### src/rtl/mem_port_arbiter.sv
`timescale 1ns/1ps
// -----------------------------------------------------------------------------
// mem_port_arbiter
//
// Owns the main memory (2^AW words of DW bits) and shares its single port
// between the CPU and the loader/debug port. Grants alternate round-robin on
// contention. A requester may set lock on an access to keep the port for its
// next access (atomic read-modify-write). A lock left idle for LOCK_TMO cycles
// is dropped and reported on lock_err.
//
// Ports
//   CLK, RST                 clock (rising edge), asynchronous active-high reset
//   c_req/c_we/c_lock        CPU request, write flag, keep-ownership flag
//   c_addr/c_wdata           CPU address and write data
//   c_gnt                    CPU access performed at the end of this cycle
//   c_rvalid/c_rdata         CPU read return (rdata holds its last value)
//   l_*                      loader port, same meaning as the CPU port
//   lock_err                 one-cycle pulse when a held lock times out
// All outputs are registered.
// -----------------------------------------------------------------------------
module mem_port_arbiter #(
  parameter int AW       = 4,
  parameter int DW       = 8,
  parameter int LOCK_TMO = 8
) (
  input  logic          CLK,
  input  logic          RST,
  input  logic          c_req,
  input  logic          c_we,
  input  logic          c_lock,
  input  logic [AW-1:0] c_addr,
  input  logic [DW-1:0] c_wdata,
  output logic          c_gnt,
  output logic          c_rvalid,
  output logic [DW-1:0] c_rdata,
  input  logic          l_req,
  input  logic          l_we,
  input  logic          l_lock,
  input  logic [AW-1:0] l_addr,
  input  logic [DW-1:0] l_wdata,
  output logic          l_gnt,
  output logic          l_rvalid,
  output logic [DW-1:0] l_rdata,
  output logic          lock_err
);

  localparam int DEPTH = 1 << AW;

  typedef enum logic [1:0] {IDLE, GNT, HOLD} state_t;
  typedef enum logic [1:0] {OWN_NONE, OWN_CPU, OWN_LDR} owner_t;

  state_t        state, state_d;
  owner_t        owner, owner_d;
  owner_t        last, last_d;
  logic [7:0]    tmo_cnt, tmo_cnt_d;
  logic          c_gnt_d, l_gnt_d, c_rvalid_d, l_rvalid_d, lock_err_d;
  logic          do_access;
  logic [DW-1:0] mem [DEPTH];

  // The current owner's request fields; only meaningful in GNT and HOLD.
  logic          sel_ldr;
  logic          acc_req, acc_we, acc_lock;
  logic [AW-1:0] acc_addr;
  logic [DW-1:0] acc_wdata;

  assign sel_ldr   = (owner == OWN_LDR);
  assign acc_req   = sel_ldr ? l_req   : c_req;
  assign acc_we    = sel_ldr ? l_we    : c_we;
  assign acc_lock  = sel_ldr ? l_lock  : c_lock;
  assign acc_addr  = sel_ldr ? l_addr  : c_addr;
  assign acc_wdata = sel_ldr ? l_wdata : c_wdata;

  // Next-state and next-output logic.
  always_comb begin
    // NOTE: every signal gets a default first so no path leaves one unassigned,
    // which would otherwise infer a latch.
    state_d    = state;
    owner_d    = owner;
    last_d     = last;
    tmo_cnt_d  = tmo_cnt;
    c_gnt_d    = 1'b0;
    l_gnt_d    = 1'b0;
    c_rvalid_d = 1'b0;
    l_rvalid_d = 1'b0;
    lock_err_d = 1'b0;
    do_access  = 1'b0;

    unique case (state)
      IDLE: begin
        // On contention the requester that was not served last wins.
        if (c_req && (!l_req || last == OWN_LDR)) begin
          state_d = GNT;
          owner_d = OWN_CPU;
          c_gnt_d = 1'b1;
        end else if (l_req) begin
          state_d = GNT;
          owner_d = OWN_LDR;
          l_gnt_d = 1'b1;
        end
      end

      GNT: begin
        do_access = 1'b1;
        last_d    = owner;
        tmo_cnt_d = '0;
        if (!acc_we) begin
          c_rvalid_d = !sel_ldr;
          l_rvalid_d = sel_ldr;
        end
        if (acc_lock) begin
          state_d = HOLD;
        end else begin
          state_d = IDLE;
          owner_d = OWN_NONE;
        end
      end

      HOLD: begin
        // The other requester is ignored until the lock ends or times out.
        if (acc_req) begin
          state_d   = GNT;
          tmo_cnt_d = '0;
          c_gnt_d   = !sel_ldr;
          l_gnt_d   = sel_ldr;
        end else if (tmo_cnt == 8'(LOCK_TMO - 1)) begin
          state_d    = IDLE;
          owner_d    = OWN_NONE;
          tmo_cnt_d  = '0;
          lock_err_d = 1'b1;
        end else begin
          tmo_cnt_d = tmo_cnt + 8'd1;
        end
      end

      default: begin
        state_d = IDLE;
        owner_d = OWN_NONE;
      end
    endcase
  end

  // State and registered outputs.
  always_ff @(posedge CLK or posedge RST) begin
    if (RST) begin
      state    <= IDLE;
      owner    <= OWN_NONE;
      last     <= OWN_LDR;
      tmo_cnt  <= '0;
      c_gnt    <= 1'b0;
      l_gnt    <= 1'b0;
      c_rvalid <= 1'b0;
      l_rvalid <= 1'b0;
      lock_err <= 1'b0;
      c_rdata  <= '0;
      l_rdata  <= '0;
    end else begin
      // NOTE: sequential state uses non-blocking assignments so every register
      // samples pre-edge values regardless of statement order.
      state    <= state_d;
      owner    <= owner_d;
      last     <= last_d;
      tmo_cnt  <= tmo_cnt_d;
      c_gnt    <= c_gnt_d;
      l_gnt    <= l_gnt_d;
      c_rvalid <= c_rvalid_d;
      l_rvalid <= l_rvalid_d;
      lock_err <= lock_err_d;
      if (do_access && !acc_we) begin
        if (sel_ldr) l_rdata <= mem[acc_addr];
        else         c_rdata <= mem[acc_addr];
      end
    end
  end

  // Memory array. A write caught by reset at the closing edge never commits.
  always_ff @(posedge CLK or posedge RST) begin
    if (RST) begin
      // NOTE: the array is small and must read as zero after reset, so it is
      // built from resettable flops rather than an un-reset RAM macro.
      for (int i = 0; i < DEPTH; i++) mem[i] <= '0;
    end else if (do_access && acc_we) begin
      mem[acc_addr] <= acc_wdata;
    end
  end

endmodule

### config.mk
export PLATFORM = sky130hd
export DESIGN_NAME = mem_port_arbiter
export DESIGN_NICKNAME = d
export VERILOG_FILES = /design/src/rtl/mem_port_arbiter.sv
export SDC_FILE = /design/constraint.sdc
export NUM_CORES = 1
export LEC_CHECK = 0
export CAP_MARGIN = 20
export CORE_MARGIN = 2
export CORE_UTILIZATION = 57
export DETAILED_ROUTE_END_ITERATION = 7
export PLACE_DENSITY_LB_ADDON = 0.05
export SLEW_MARGIN = 0
export SYNTH_ARGS = -nofsm -noshare
export SYNTH_HDL_FRONTEND = slang
export SYNTH_SLANG_ARGS = --single-unit
### constraint.sdc
create_clock -name CLK -period 11 [get_ports CLK]
set_clock_uncertainty 0.05 [all_clocks]
set_input_delay 2.2 -clock CLK [delete_from_list [all_inputs] [get_ports CLK]]
set_output_delay 2.2 -clock CLK [all_outputs]
set_load 0.03 [all_outputs]
==> qor_table.md, run 1 <==
| Group | Result | Reported |
|---|---|---|
| outcome | Status | completed |
| min path | Hold/Removal Path Class | reg -> reg |
| worst setup path | Worst path cell trace | clkdlybuf4s50_1 > or4bb_1 > o21ai_2 > buf_4 > a22oi_1 > a21oi_1 > nor4_2 > a21oi_1 |
| finish | Footprint of the multi-input gates | 3461 µm² |
| yosys | Biggest area consumer among synthesized cells | sky130_fd_sc_hd__dfrtp_1 |
| power and ir drop | Maximum ir drop on the vdd rail | 0.1462 mV |
| yosys | Most area-consuming cells after synthesis | sky130_fd_sc_hd__dfrtp_1, sky130_fd_sc_hd__mux2_2, sky130_fd_sc_hd__a22oi_1 |
| power and ir drop | Overall power | 2508 µW |
| detailed routing | Via total after detailed routing | 5095 |
| grt | Global-route wire length before repair | 28.57 mm |
| clocking | TritonCTS buffer count | 17 |
| worst setup path | Kind of capture point of the worst setup path | register |
| clocking | Post-CTS Hold Buffers | 0 |
| worst setup path | Cell with the most instances on the worst path | sky130_fd_sc_hd__a21oi_1 |
| floorplan | Number of top-level pins | 53 |
| worst setup path | Number of buffers and inverters on the critical path | 2 |
| floorplan | Vert. Die Dim | 120.4 µm |
| detailed routing | Met3 layer wire length in the routed design | 906 µm |
| sta | Final cycle utilization of the critical path | 40.46% |
| clocking | Clock-pin slew on the worst setup and hold paths | 60 ps |
| yosys | Synthesized netlist cell count | 598 |
| detailed routing | Iter 0 DRT Violations | 414 |
| yosys | Asr flop ratio synth | 100.0% |
| floorplan | Core box area | 13240 µm² |
| placed design | # port buffers | 52 |
| grt | Total Routing Usage GR | 26.30% |
| placed design | Weighted congestion reported at the end of routability-driven placement | 0.8023 |
| clocking | Setup repair bufs after CTS | 0 |
| worst setup path | Worst path top cell family by delay | compound AO/OA/AOI/OAI gates |
| run | Max capacitance violation total | 0 |
| clocking | Library cell used as clock root buffer | sky130_fd_sc_hd__clkbuf_16 |
| yosys | Number of unique standard cell types used by synthesis | 48 |
| clocking | Number of resized instances in the post-cts repair step | 0 |
| floorplan | Die Width | 120.4 µm |
| detailed routing | Highest metal layer with signal wires | met4 |
| detailed routing | Routed wire length | 17.88 mm |
| sta | Tightest slew margin relative to the limit | 38.66% |
| yosys | Sequential element share of the synthesized area | 52.85% |
| finish | Most frequent cells in the layout | sky130_fd_sc_hd__dfrtp_1, sky130_fd_sc_hd__mux2_2, sky130_fd_sc_hd__a22oi_1, sky130_fd_sc_hd__a21oi_1, sky130_fd_sc_hd__clkdlybuf4s50_1 |
| worst setup path | Largest incremental delay on the critical path | 550 ps |
| detailed routing | Avg Vias per Cell | 6.109 |
| worst setup path | Crit path launch type | primary input |
| finish | Area Overhead vs Synth | 16.84% |
| clocking | Number of levels the H-tree was split into | 4 |
| worst setup path | Critical Path RT | 11290 ps |
| yosys | Syn. warnings | 0 |
| finish | Layout Nets | 682 |
| detailed routing | Post-route DRC violation count | 0 |
| detailed routing | Pre-Repair DR Iteration Count | 5 |
| detailed routing | Average wire per standard cell | 21.44 µm |
| worst setup path | Data arrival, critical path | 4740 ps |
| sta | Achievable frequency | 0.2247 GHz |
| yosys | Net count after synthesis | 635 |
| sta | RSZ-0062 raised after global routing | no |
| sta | Final-layout setup total negative slack | 0 ps |
| power and ir drop | Leakage power | 0.004139 µW |
| clocking | Insertion delay of the later-clocked pin in the worst-skew pair | 430 ps |
| finish | Number of fillers in the final layout | 1000 |
| sta | Clock period minus final worst setup slack | 4450 ps |
| grt | Number of antenna violations at the first check in global routing | 0 |
| detailed routing | Routed metal-1 wire length | 7.979 mm |
| power and ir drop | Power density normalized to cell area | 278.1 nW/µm² |
| grt | Number of global-route vias before repair | 5115 |
| finish | Area used by sequential logic in the layout | 4080 µm² |
| sta | Number of failing setup endpoints in the final timing report | 0 |
| clocking | Count of clock tree sinks | 163 |
| clocking | CTS tree | done |
| yosys | Number of flops mapped to enable cells by yosys | 0 |
| placed design | Sum of net half-perimeters after detailed placement | 11.87 mm |
| yosys | Synth Register Bits | 163 |
| worst setup path | Slowest stage cell on the critical path | sky130_fd_sc_hd__or4bb_1 |
| yosys | Synth Area per Inst | 12.91 µm² |
| detailed routing | Metal2 WL | 8.656 mm |
| worst setup path | Worst-path fanout max | 24 |
| clocking | Clock tree buffer depth | 2 |
| sta | Worst slew pin tran | 920.0 ps |
| floorplan | Area enclosed by the die boundary | 14490 µm² |
| floorplan | Row Count | 42 |
| floorplan | Initial cell density of the core | 58.30% |
| yosys | Most common flop cell mapped by yosys | sky130_fd_sc_hd__dfrtp_1 |
| worst setup path | Worst setup path class | in -> reg |
| yosys | Synth top area share | 52.51% |
| grt | Pin count of the biggest net entering global routing | 90 |
| grt | Residual overflow from global routing | 0 |
| finish | Diodes inserted | 0 |
| detailed routing | Routed Antenna Nets | 0 |
| finish | Fraction of final layout cells with drive strength greater than 1 | 30.85% |
| sta | Final Hold Violating Endpoints | 0 |
| finish | Most common library cell in the layout ignoring fill and taps | sky130_fd_sc_hd__dfrtp_1 |
| sta | Final-report max-slew violation count | 0 |
| yosys | Cell area after technology mapping | 7720 µm² |
## flip-flops by register name, summed over array words and instances, names as in the netlist
signal and count:
state 2, mem 128, l_rdata 8, c_rdata 8, owner 2, tmo_cnt 8, c_rvalid 1, l_gnt 1
c_gnt 1, last 2, lock_err 1, l_rvalid 1
## final timing paths
path / from / endpoint / slack [ps] / cells after the start
worst max-delay path: l_addr[1] / l_rdata[7] / 6550 / 8
worst min-delay path: mem[95] / mem[95] / 440 / 1
worst max register to register: owner[0] / l_rdata[7] / 8110 / 6
worst min register to register: mem[95] / mem[95] / 440 / 1
max in group asynchronous: RST / mem[107] / 7260 / 3
min in group asynchronous: RST / mem[94] / 2240 / 2
## routing by layer
layer | global-route usage (%) | vias to the layer above
met1 | 35.48 | 2636
met3 | 6.840 | 29
li1 | - | 2291
met2 | 41.53 | 139
met5 | 0 | -
met4 | 9.230 | 0
## per-stage QoR
| stage | util (%) | cells | setup WS (ps) | instance area (µm²) | hold slack, ps |
|---|---|---|---|---|---|
| after floorplan | - | 598 | 4347 | 7720 | 408.5 |
| after global placement | 63.06 | 799 | 6178 | 8351 | 420.7 |
| after detailed placement | 63.06 | 799 | 6103 | 8351 | 429.2 |
| after CTS | 67.73 | 831 | 6538 | 8970 | 444.2 |
| after global routing | 68.11 | 834 | 6446 | 9020 | 467.0 |
| final | 68.11 | 834 | 6550 | 9020 | 440.9 |
## layout make-up
cell class	instances	share of cell area, %
sequential	163	45.24
multi-input combinational	395	38.37
timing repair buffer	59	6.658
clock buffer	22	5.146
tap	176	2.441
clock inverter	10	1.720
inverter	9	0.4300
## power breakdown
| group | internal, µW | switching (µW) |
|---|---|---|
| clock network | 390 | 231 |
| registers | 855 | 141 |
| logic | 376 | 515 |
| total | 1620 | 887 |
## Yosys cell counts, types with 3 or more instances
library cell	count
sky130_fd_sc_hd__dfrtp_1	162
sky130_fd_sc_hd__mux2_2	121
sky130_fd_sc_hd__a22oi_1	64
sky130_fd_sc_hd__a21oi_1	54
sky130_fd_sc_hd__nand2_1	38
sky130_fd_sc_hd__nor2_1	21
sky130_fd_sc_hd__buf_2	13
sky130_fd_sc_hd__clkbuf_1	12
sky130_fd_sc_hd__mux2_1	12
sky130_fd_sc_hd__nor2_8	12
sky130_fd_sc_hd__inv_1	9
sky130_fd_sc_hd__nor4_2	8
sky130_fd_sc_hd__o21ai_0	6
sky130_fd_sc_hd__ha_1	5
sky130_fd_sc_hd__a31oi_4	4
sky130_fd_sc_hd__nand2_4	4
sky130_fd_sc_hd__nand2b_1	4
sky130_fd_sc_hd__nor2_4	4
sky130_fd_sc_hd__nor3b_2	4
sky130_fd_sc_hd__buf_4	3
sky130_fd_sc_hd__nand3_1	3
## cells by family (layout without fill, tap and decap cells)
family / count (synthesis) / in the layout / share of synthesized area [%]
buffers and inverters: 40 / 100 / 2.544
xor gates and xnor gates: 4 / 4 / 0.4539
and+or+nand+nor: 113 / 113 / 11.13
muxes: 136 / 136 / 19.84
DFF: 163 / 163 / 52.85
adders and majority gates: 5 / 5 / 0.8104
AOI/OAI and AO/OA: 137 / 137 / 12.37
Note: power is estimated with default switching activity, not from simulation.
==> inputs of run 2 (changes only) <==
--- a/config.mk
+++ b/config.mk
@@ -7,7 +7,7 @@
 export LEC_CHECK = 0
 export CAP_MARGIN = 20
 export CORE_MARGIN = 2
-export CORE_UTILIZATION = 57
+export CORE_UTILIZATION = 53
 export DETAILED_ROUTE_END_ITERATION = 7
 export PLACE_DENSITY_LB_ADDON = 0.05
 export SLEW_MARGIN = 0
==> constraint.sdc (replaced) <==
create_clock -name CLK -period 3.6 [get_ports CLK]
set_clock_uncertainty 0.05 [all_clocks]
set_input_delay 0.72 -clock CLK [delete_from_list [all_inputs] [get_ports CLK]]
set_output_delay 0.72 -clock CLK [all_outputs]
set_load 0.03 [all_outputs]
==> qor_table.md, run 2 (synthesis results as in run 1) <==
| Group | Result | Reported | Change |
|---|---|---|---|
| finish | Most common library cell in the layout ignoring fill and taps | sky130_fd_sc_hd__dfrtp_1 | unchanged |
| detailed routing | Routed Antenna Nets | 0 | unchanged |
| detailed routing | Routed wire length | 18.21 mm | was 17.88 mm |
| worst setup path | Largest incremental delay on the critical path | 670 ps | was 550 ps |
| clocking | Clock tree buffer depth | 2 | unchanged |
| grt | Total Routing Usage GR | 25.13% | was 26.30% |
| clocking | Post-CTS Hold Buffers | 0 | unchanged |
| worst setup path | Setup slack on the worst flop-to-flop path | 790 ps | was 8110 ps |
| floorplan | Area enclosed by the die boundary | 15550 µm² | was 14490 µm² |
| power and ir drop | Seq pwr share | 39.5% | was 39.7% |
| worst setup path | Critical Path RT | 3840 ps | was 11290 ps |
| finish | Diodes inserted | 0 | unchanged |
| sta | Tightest slew margin relative to the limit | 40.29% | was 38.66% |
| sta | Number of failing setup endpoints in the final timing report | 0 | unchanged |
| worst setup path | Worst setup path class | reg -> reg | was in -> reg |
| min path | Hold/Removal Path Class | reg -> reg | unchanged |
| finish | Fraction of final layout cells with drive strength greater than 1 | 31.48% | was 30.85% |
| power and ir drop | Share of power burned in the clock network | 25.5% | was 24.8% |
| finish | Area used by sequential logic in the layout | 4080 µm² | unchanged |
| detailed routing | Via total after detailed routing | 5052 | was 5095 |
| finish | Footprint of the multi-input gates | 3461 µm² | unchanged |
| clocking | Count of clock tree sinks | 163 | unchanged |
| clocking | Number of resized instances in the post-cts repair step | 0 | unchanged |
| finish | Largest register by flop count | mem | unchanged |
| power and ir drop | Logic gate share of total power | 35.1% | was 35.5% |
| finish | Flip-flop count of the largest register after layout | 128 | unchanged |
| clocking | Number of levels the H-tree was split into | 4 | unchanged |
| finish | Most frequent cells in the layout | sky130_fd_sc_hd__dfrtp_1, sky130_fd_sc_hd__mux2_2, sky130_fd_sc_hd__a22oi_1, sky130_fd_sc_hd__a21oi_1, sky130_fd_sc_hd__clkdlybuf4s50_1 | unchanged |
| outcome | Status | completed | unchanged |
| power and ir drop | Power density normalized to cell area | 851.3 nW/µm² | was 278.1 nW/µm² |
| finish | Layout Nets | 689 | was 682 |
| detailed routing | Post-route DRC violation count | 0 | unchanged |
| sta | Final-report max-slew violation count | 0 | unchanged |
| detailed routing | Iter 0 DRT Violations | 270 | was 414 |
| sta | Worst slew pin tran | 895.7 ps | was 920.0 ps |
| floorplan | Vert. Die Dim | 124.7 µm | was 120.4 µm |
| detailed routing | Avg Vias per Cell | 5.958 | was 6.109 |
| grt | Number of antenna violations at the first check in global routing | 0 | unchanged |
| clocking | TritonCTS buffer count | 17 | unchanged |
| finish | Utilization after layout | 63.34% | was 68.11% |
| finish | Area Overhead vs Synth | 17.89% | was 16.84% |
| grt | Global-route wire length before repair | 30.17 mm | was 28.57 mm |
| placed design | # port buffers | 52 | unchanged |
| worst setup path | Crit path launch type | register | was primary input |
| clocking | Insertion delay of the later-clocked pin in the worst-skew pair | 430 ps | about the same |
| sta | RSZ-0062 raised after global routing | no | unchanged |
| clocking | Clock-pin slew on the worst setup and hold paths | 60 ps | about the same |
| grt | Number of global-route vias before repair | 5300 | was 5115 |
| worst setup path | Number of buffers and inverters on the critical path | 0 | was 2 |
| worst setup path | Worst path top cell family by delay | simple AND/OR/NAND/NOR gates | was compound AO/OA/AOI/OAI gates |
| worst setup path | Worst path cell trace | nand2b_1 > nor3_1 > a31oi_4 > a21oi_1 > nor4_2 > a21oi_1 | was clkdlybuf4s50_1 > or4bb_1 > o21ai_2 > buf_4 > a22oi_1 > a21oi_1 > nor4_2 > a21oi_1 |
| power and ir drop | Net switching power | 2713 µW | was 887.2 µW |
| detailed routing | Average wire per standard cell | 21.47 µm | was 21.44 µm |
| sta | Final cycle utilization of the critical path | 78.12% |  |
| run | Max capacitance violation total | 0 | unchanged |
| power and ir drop | Power Internal | 5034 µW | was 1621 µW |
| floorplan | Initial cell density of the core | 53.73% | was 58.30% |
| floorplan | Row Count | 44 | was 42 |
| finish | Number of fillers in the final layout | 1098 | was 1000 |
| sta | Final-layout setup total negative slack | 0 ps | unchanged |
| placed design | Sum of net half-perimeters after detailed placement | 12.68 mm | was 11.87 mm |
| detailed routing | Pre-Repair DR Iteration Count | 4 | was 5 |
| floorplan | Die Width | 124.7 µm | was 120.4 µm |
| power and ir drop | Fraction of power spent switching nets | 35.02% | was 35.37% |
| worst setup path | Kind of capture point of the worst setup path | register | unchanged |
| floorplan | Core box area | 14370 µm² | was 13240 µm² |
| clocking | CTS tree | done | unchanged |
| power and ir drop | Leakage power | 0.004184 µW | was 0.004139 µW |
| sta | Final Hold Violating Endpoints | 0 | unchanged |
| worst setup path | Worst-path fanout max | 16 | was 24 |
| worst setup path | Cell with the most instances on the worst path | sky130_fd_sc_hd__a21oi_1 | unchanged |
| sta | Achievable frequency | 0.3556 GHz |  |
| grt | Pin count of the biggest net entering global routing | 61 | was 90 |
| worst setup path | Data arrival, critical path | 3060 ps | was 4740 ps |
| grt | Residual overflow from global routing | 0 | unchanged |
| worst setup path | Slowest stage cell on the critical path | sky130_fd_sc_hd__nand2b_1 | was sky130_fd_sc_hd__or4bb_1 |
| placed design | Weighted congestion reported at the end of routability-driven placement | 0.8237 | was 0.8023 |
| power and ir drop | Maximum ir drop on the vdd rail | 0.3973 mV | was 0.1462 mV |
| clocking | Library cell used as clock root buffer | sky130_fd_sc_hd__clkbuf_16 | unchanged |
| sta | Clock period minus final worst setup slack | 2812 ps |  |
| sta | Worst hold-check slack | 437.1 ps | was 440.9 ps |
| clocking | Setup repair bufs after CTS | 0 | unchanged |
| floorplan | Number of top-level pins | 53 | unchanged |
-- run 2: cell count changes in the layout (fill, tap and decap cells not counted), sizes merged --
cell,change
inv,-1
buf,+7
bufinv,+1
clkinvlp,-1
-- run 2: stage by stage --
| step | total power (µW) | setup slack (ps) | instance area [µm²] | instances |
|---|---|---|---|---|
| 2_1_floorplan | 4921 | 760.0 | 7724 | 598 |
| 3_3_place_gp | 5677 | 459.2 | 8459 | 817 |
| 3_5_place_dp | 5786 | 438.6 | 8459 | 817 |
| 4_1_cts | 7786 | 769.5 | 9101 | 848 |
| 5_1_grt | 8175 | 543.9 | 9101 | 848 |
| 6_report | 7748 | 787.8 | 9101 | 848 |
-- run 2: final cells by class --
class	instances	share of cell area, %
Clock buffer	22	5.100
Clock inverter	9	1.952
Sequential cell	163	44.83
Tap cell	184	2.530
Multi-Input combinational cell	395	38.03
Timing Repair Buffer	66	7.149
Inverter	9	0.4124
-- run 2: final timing paths --
check                      startpoint          to  depth (start not counted)
max in group asynchronous         RST     mem[10]                          3
setup / recovery             owner[0]  c_rdata[6]                          6
min in group asynchronous         RST     mem[66]                          2
hold reg to reg               mem[73]     mem[73]                          1
setup reg to reg             owner[0]  c_rdata[6]                          6
hold / removal                mem[73]     mem[73]                          1
-- run 2: power by group through the flow --
stage                     Sequential, µW  Clock, µW  Combinational [µW]
after floorplan                     3150          0                1770
after global placement              3040          0                2640
after detailed placement            3080          0                2710
after CTS                           3050       2000                2730
after global routing                3160       2080                2930
final                               3060       1970                2720
-- run 2: metal layers --
metal / track usage (%) / part of all wire (%)
met5: 0 / 0
met4: 7.270 / 1.8
met3: 4.596 / 4.5
met2: 39.70 / 48
met1: 35.80 / 45
-- run 2: worst reg2reg max path, delay by kind of cell (launching register included) --
family	cells	cell delay (ps)
AND/OR/NAND/NOR	3	1260
AO/OA/AOI/OAI	3	940
flip-flops	1	420
==> inputs of run 3 (changes only) <==
==> constraint.sdc (replaced) <==
create_clock -name CLK -period 2.35 [get_ports CLK]
set_clock_uncertainty 0.05 [all_clocks]
set_input_delay 0.47 -clock CLK [delete_from_list [all_inputs] [get_ports CLK]]
set_output_delay 0.47 -clock CLK [all_outputs]
set_load 0.03 [all_outputs]
==> qor_table.md, run 3 (synthesis results as in run 1) <==
| Group | Result | Reported | Change |
|---|---|---|---|
| outcome | Status | finished with violations | was completed |
| outcome | Violated checks | negative setup slack |  |
| grt | Number of antenna violations at the first check in global routing | 0 | unchanged |
| clocking | Clock tree buffer depth | 2 | unchanged |
| power and ir drop | Power Internal | 8098 µW | was 5034 µW |
| power and ir drop | Power density normalized to cell area | 1265 nW/µm² | was 851.3 nW/µm² |
| finish | Footprint of the multi-input gates | 3550 µm² | was 3461 µm² |
| finish | Area Overhead vs Synth | 27.31% | was 17.89% |
| detailed routing | Routed wire length | 18.74 mm | was 18.21 mm |
| finish | Area used by sequential logic in the layout | 4080 µm² | unchanged |
| power and ir drop | Logic gate share of total power | 39.2% | was 35.1% |
| sta | Number of failing setup endpoints in the final timing report | 2 | was 0 |
| power and ir drop | Leakage power | 0.004552 µW | was 0.004184 µW |
| detailed routing | Average wire per standard cell | 20.68 µm | was 21.47 µm |
| finish | Post-layout instance count excluding filler cells | 906 | was 848 |
| clocking | Number of levels the H-tree was split into | 4 | unchanged |
| finish | Diodes inserted | 0 | unchanged |
| sta | Setup slack after layout | -8.123 ps | was 787.8 ps |
| worst setup path | Worst-path fanout max | 8 | was 16 |
| floorplan | Core box area | 14370 µm² | unchanged |
| power and ir drop | Seq pwr share | 37.3% | was 39.5% |
| finish | Number of fillers in the final layout | 1003 | was 1098 |
| detailed routing | Post-route DRC violation count | 0 | unchanged |
| finish | Utilization after layout | 68.40% | was 63.34% |
| sta | Achievable frequency | 0.4241 GHz |  |
| sta | Final Hold Violating Endpoints | 0 | unchanged |
| clocking | Insertion delay of the later-clocked pin in the worst-skew pair | 430 ps | about the same |
| floorplan | Die Width | 124.7 µm | unchanged |
| worst setup path | Worst path top cell family by delay | simple AND/OR/NAND/NOR gates | unchanged |
| detailed routing | Routed Antenna Nets | 0 | unchanged |
| finish | Largest register by flop count | mem | unchanged |
| worst setup path | Number of buffers and inverters on the critical path | 1 | was 0 |
| placed design | # port buffers | 52 | unchanged |
| power and ir drop | Fraction of power spent switching nets | 34.88% | was 35.02% |
| placed design | Weighted congestion reported at the end of routability-driven placement | 0.8100 | was 0.8237 |
| clocking | TritonCTS buffer count | 17 | unchanged |
| clocking | Post-CTS Hold Buffers | 0 | unchanged |
| placed design | Total cell area at the placement stage | 8977 µm² | was 8459 µm² |
| worst setup path | Crit path launch type | primary input | was register |
| clocking | Count of clock tree sinks | 163 | unchanged |
| worst setup path | Worst setup path class | in -> reg | was reg -> reg |
| placed design | DP Cell Count | 866 | was 817 |
| worst setup path | Worst reg-to-reg path cell count | 6 | unchanged |
| sta | Final-report max-slew violation count | 0 | unchanged |
| worst setup path | Slowest stage cell on the critical path | sky130_fd_sc_hd__or4b_4 | was sky130_fd_sc_hd__nand2b_1 |
| finish | Most common library cell in the layout ignoring fill and taps | sky130_fd_sc_hd__dfrtp_1 | unchanged |
| sta | Final cycle utilization of the critical path | 100.3% |  |
| sta | Worst slew pin tran | 677.7 ps | was 895.7 ps |
| floorplan | Vert. Die Dim | 124.7 µm | unchanged |
| finish | Fraction of final layout cells with drive strength greater than 1 | 38.92% | was 31.48% |
| worst setup path | Setup slack on the worst flop-to-flop path | 20 ps | was 790 ps |
| floorplan | Area enclosed by the die boundary | 15550 µm² | unchanged |
| worst setup path | Worst reg2reg path startpoint | owner[0] | unchanged |
| finish | Flip-flop count of the largest register after layout | 128 | unchanged |
| worst setup path | Largest incremental delay on the critical path | 580 ps | was 670 ps |
| finish | Final Cell Area | 9828 µm² | was 9101 µm² |
| detailed routing | Iter 0 DRT Violations | 304 | was 270 |
| worst setup path | Worst path cell trace | clkdlybuf4s50_1 > or4b_4 > o31ai_4 > nand2_4 > nor2_8 > mux2_2 | was nand2b_1 > nor3_1 > a31oi_4 > a21oi_1 > nor4_2 > a21oi_1 |
| floorplan | Initial cell density of the core | 53.73% | unchanged |
| sta | RSZ-0062 raised after global routing | yes | was no |
| power and ir drop | Overall power | 12440 µW | was 7748 µW |
| placed design | Sum of net half-perimeters after detailed placement | 12.77 mm | was 12.68 mm |
| detailed routing | Avg Vias per Cell | 5.862 | was 5.958 |
| clocking | CTS tree | done | unchanged |
| detailed routing | Via total after detailed routing | 5311 | was 5052 |
| sta | Tightest slew margin relative to the limit | 54.71% | was 40.29% |
| sta | Clock period minus final worst setup slack | 2358 ps |  |
| grt | Pin count of the biggest net entering global routing | 46 | was 61 |
| worst setup path | Critical Path RT | 2610 ps | was 3840 ps |
| floorplan | Row Count | 44 | unchanged |
| power and ir drop | Net switching power | 4338 µW | was 2713 µW |
| sta | Final-layout setup total negative slack | -9.613 ps | was 0 ps |
| worst setup path | Crit. path cell count | 6 | unchanged |
| clocking | Clock-pin slew on the worst setup and hold paths | 60 ps | about the same |
| run | Max capacitance violation total | 0 | unchanged |
| power and ir drop | Maximum ir drop on the vdd rail | 0.6564 mV | was 0.3973 mV |
| detailed routing | Pre-Repair DR Iteration Count | 5 | was 4 |
| finish | Layout Nets | 746 | was 689 |
| grt | Number of global-route vias before repair | 5598 | was 5300 |
| grt | Residual overflow from global routing | 0 | unchanged |
| finish | Most frequent cells in the layout | sky130_fd_sc_hd__dfrtp_1, sky130_fd_sc_hd__mux2_2, sky130_fd_sc_hd__a22oi_1, sky130_fd_sc_hd__clkdlybuf4s50_1, sky130_fd_sc_hd__buf_4 | was sky130_fd_sc_hd__dfrtp_1, sky130_fd_sc_hd__mux2_2, sky130_fd_sc_hd__a22oi_1, sky130_fd_sc_hd__a21oi_1, sky130_fd_sc_hd__clkdlybuf4s50_1 |
| grt | Total Routing Usage GR | 24.66% | was 25.13% |
| worst setup path | Capturing point of the worst reg2reg path | mem[59] | was c_rdata[6] |
| grt | Global-route wire length before repair | 29.83 mm | was 30.17 mm |
| clocking | Library cell used as clock root buffer | sky130_fd_sc_hd__clkbuf_16 | unchanged |
| floorplan | Number of top-level pins | 53 | unchanged |
| min path | Hold/Removal Path Class | in -> async | was reg -> reg |
| worst setup path | Data arrival, critical path | 2610 ps | was 3060 ps |
| worst setup path | Kind of capture point of the worst setup path | register | unchanged |
| power and ir drop | Share of power burned in the clock network | 23.6% | was 25.5% |
==> run 3: worst reg2reg max path, stage by stage, from the launching register on <==
cell and delay, ps:
sky130_fd_sc_hd__dfrtp_1 410, sky130_fd_sc_hd__buf_4 160, sky130_fd_sc_hd__or4b_4 500, sky130_fd_sc_hd__o31ai_4 170, sky130_fd_sc_hd__nand2_4 290, sky130_fd_sc_hd__nor2_8 260
sky130_fd_sc_hd__mux2_2 370
==> run 3: cell type report <==
cell class                      count  area share (%)
Timing Repair Buffer              123           13.24
Tap cell                          184           2.342
Multi-Input combinational cell    395           36.12
Sequential cell                   163           41.51
Clock inverter                     10           1.477
Inverter                            9          0.3819
Clock buffer                       22           4.927
==> run 3: metrics by stage <==
stage	hold slack (ps)	worst slack (ps)
2_1_floorplan	408.5	-240.0
3_3_place_gp	418.2	-318.8
3_5_place_dp	425.3	-369.4
4_1_cts	373.7	10.52
5_1_grt	393.4	-32.55
6_report	370.8	-8.123
==> run 3: worst max-delay path by stage <==
stage          startpoint         end  slack (ps)
4_1_cts          owner[0]     mem[19]          10
3_5_place_dp    l_addr[0]  l_rdata[1]        -370
6_report        l_addr[0]     mem[59]          -8
5_1_grt          owner[0]  c_rdata[4]         -30
3_3_place_gp    l_addr[0]  l_rdata[7]        -320
2_1_floorplan         RST       c_gnt        -240
==> run 3: power groups by stage <==
stage / clock [µW] / sequential, µW / combinational [µW]
6_report: 2930 / 4640 / 4870
5_1_grt: 3100 / 4790 / 5230
4_1_cts: 2970 / 4630 / 4630
3_5_place_dp: 0 / 4670 / 4610
3_3_place_gp: 0 / 4600 / 4480
2_1_floorplan: 0 / 4820 / 2710
==> run 3: routing by layer <==
layer	GRT usage [%]	up-vias	wire [µm]
met5	0	-	0
met2	40.28	140	9178
li1	-	2412	-
met4	7.270	0	247
met3	4.639	21	937
met1	33.80	2738	8374
==> run 3: timing repair <==
item / CTS / global route
resized for setup: 0 / 19
buffers inserted: 0 / 5
setup endpoints to repair: 0 / 21
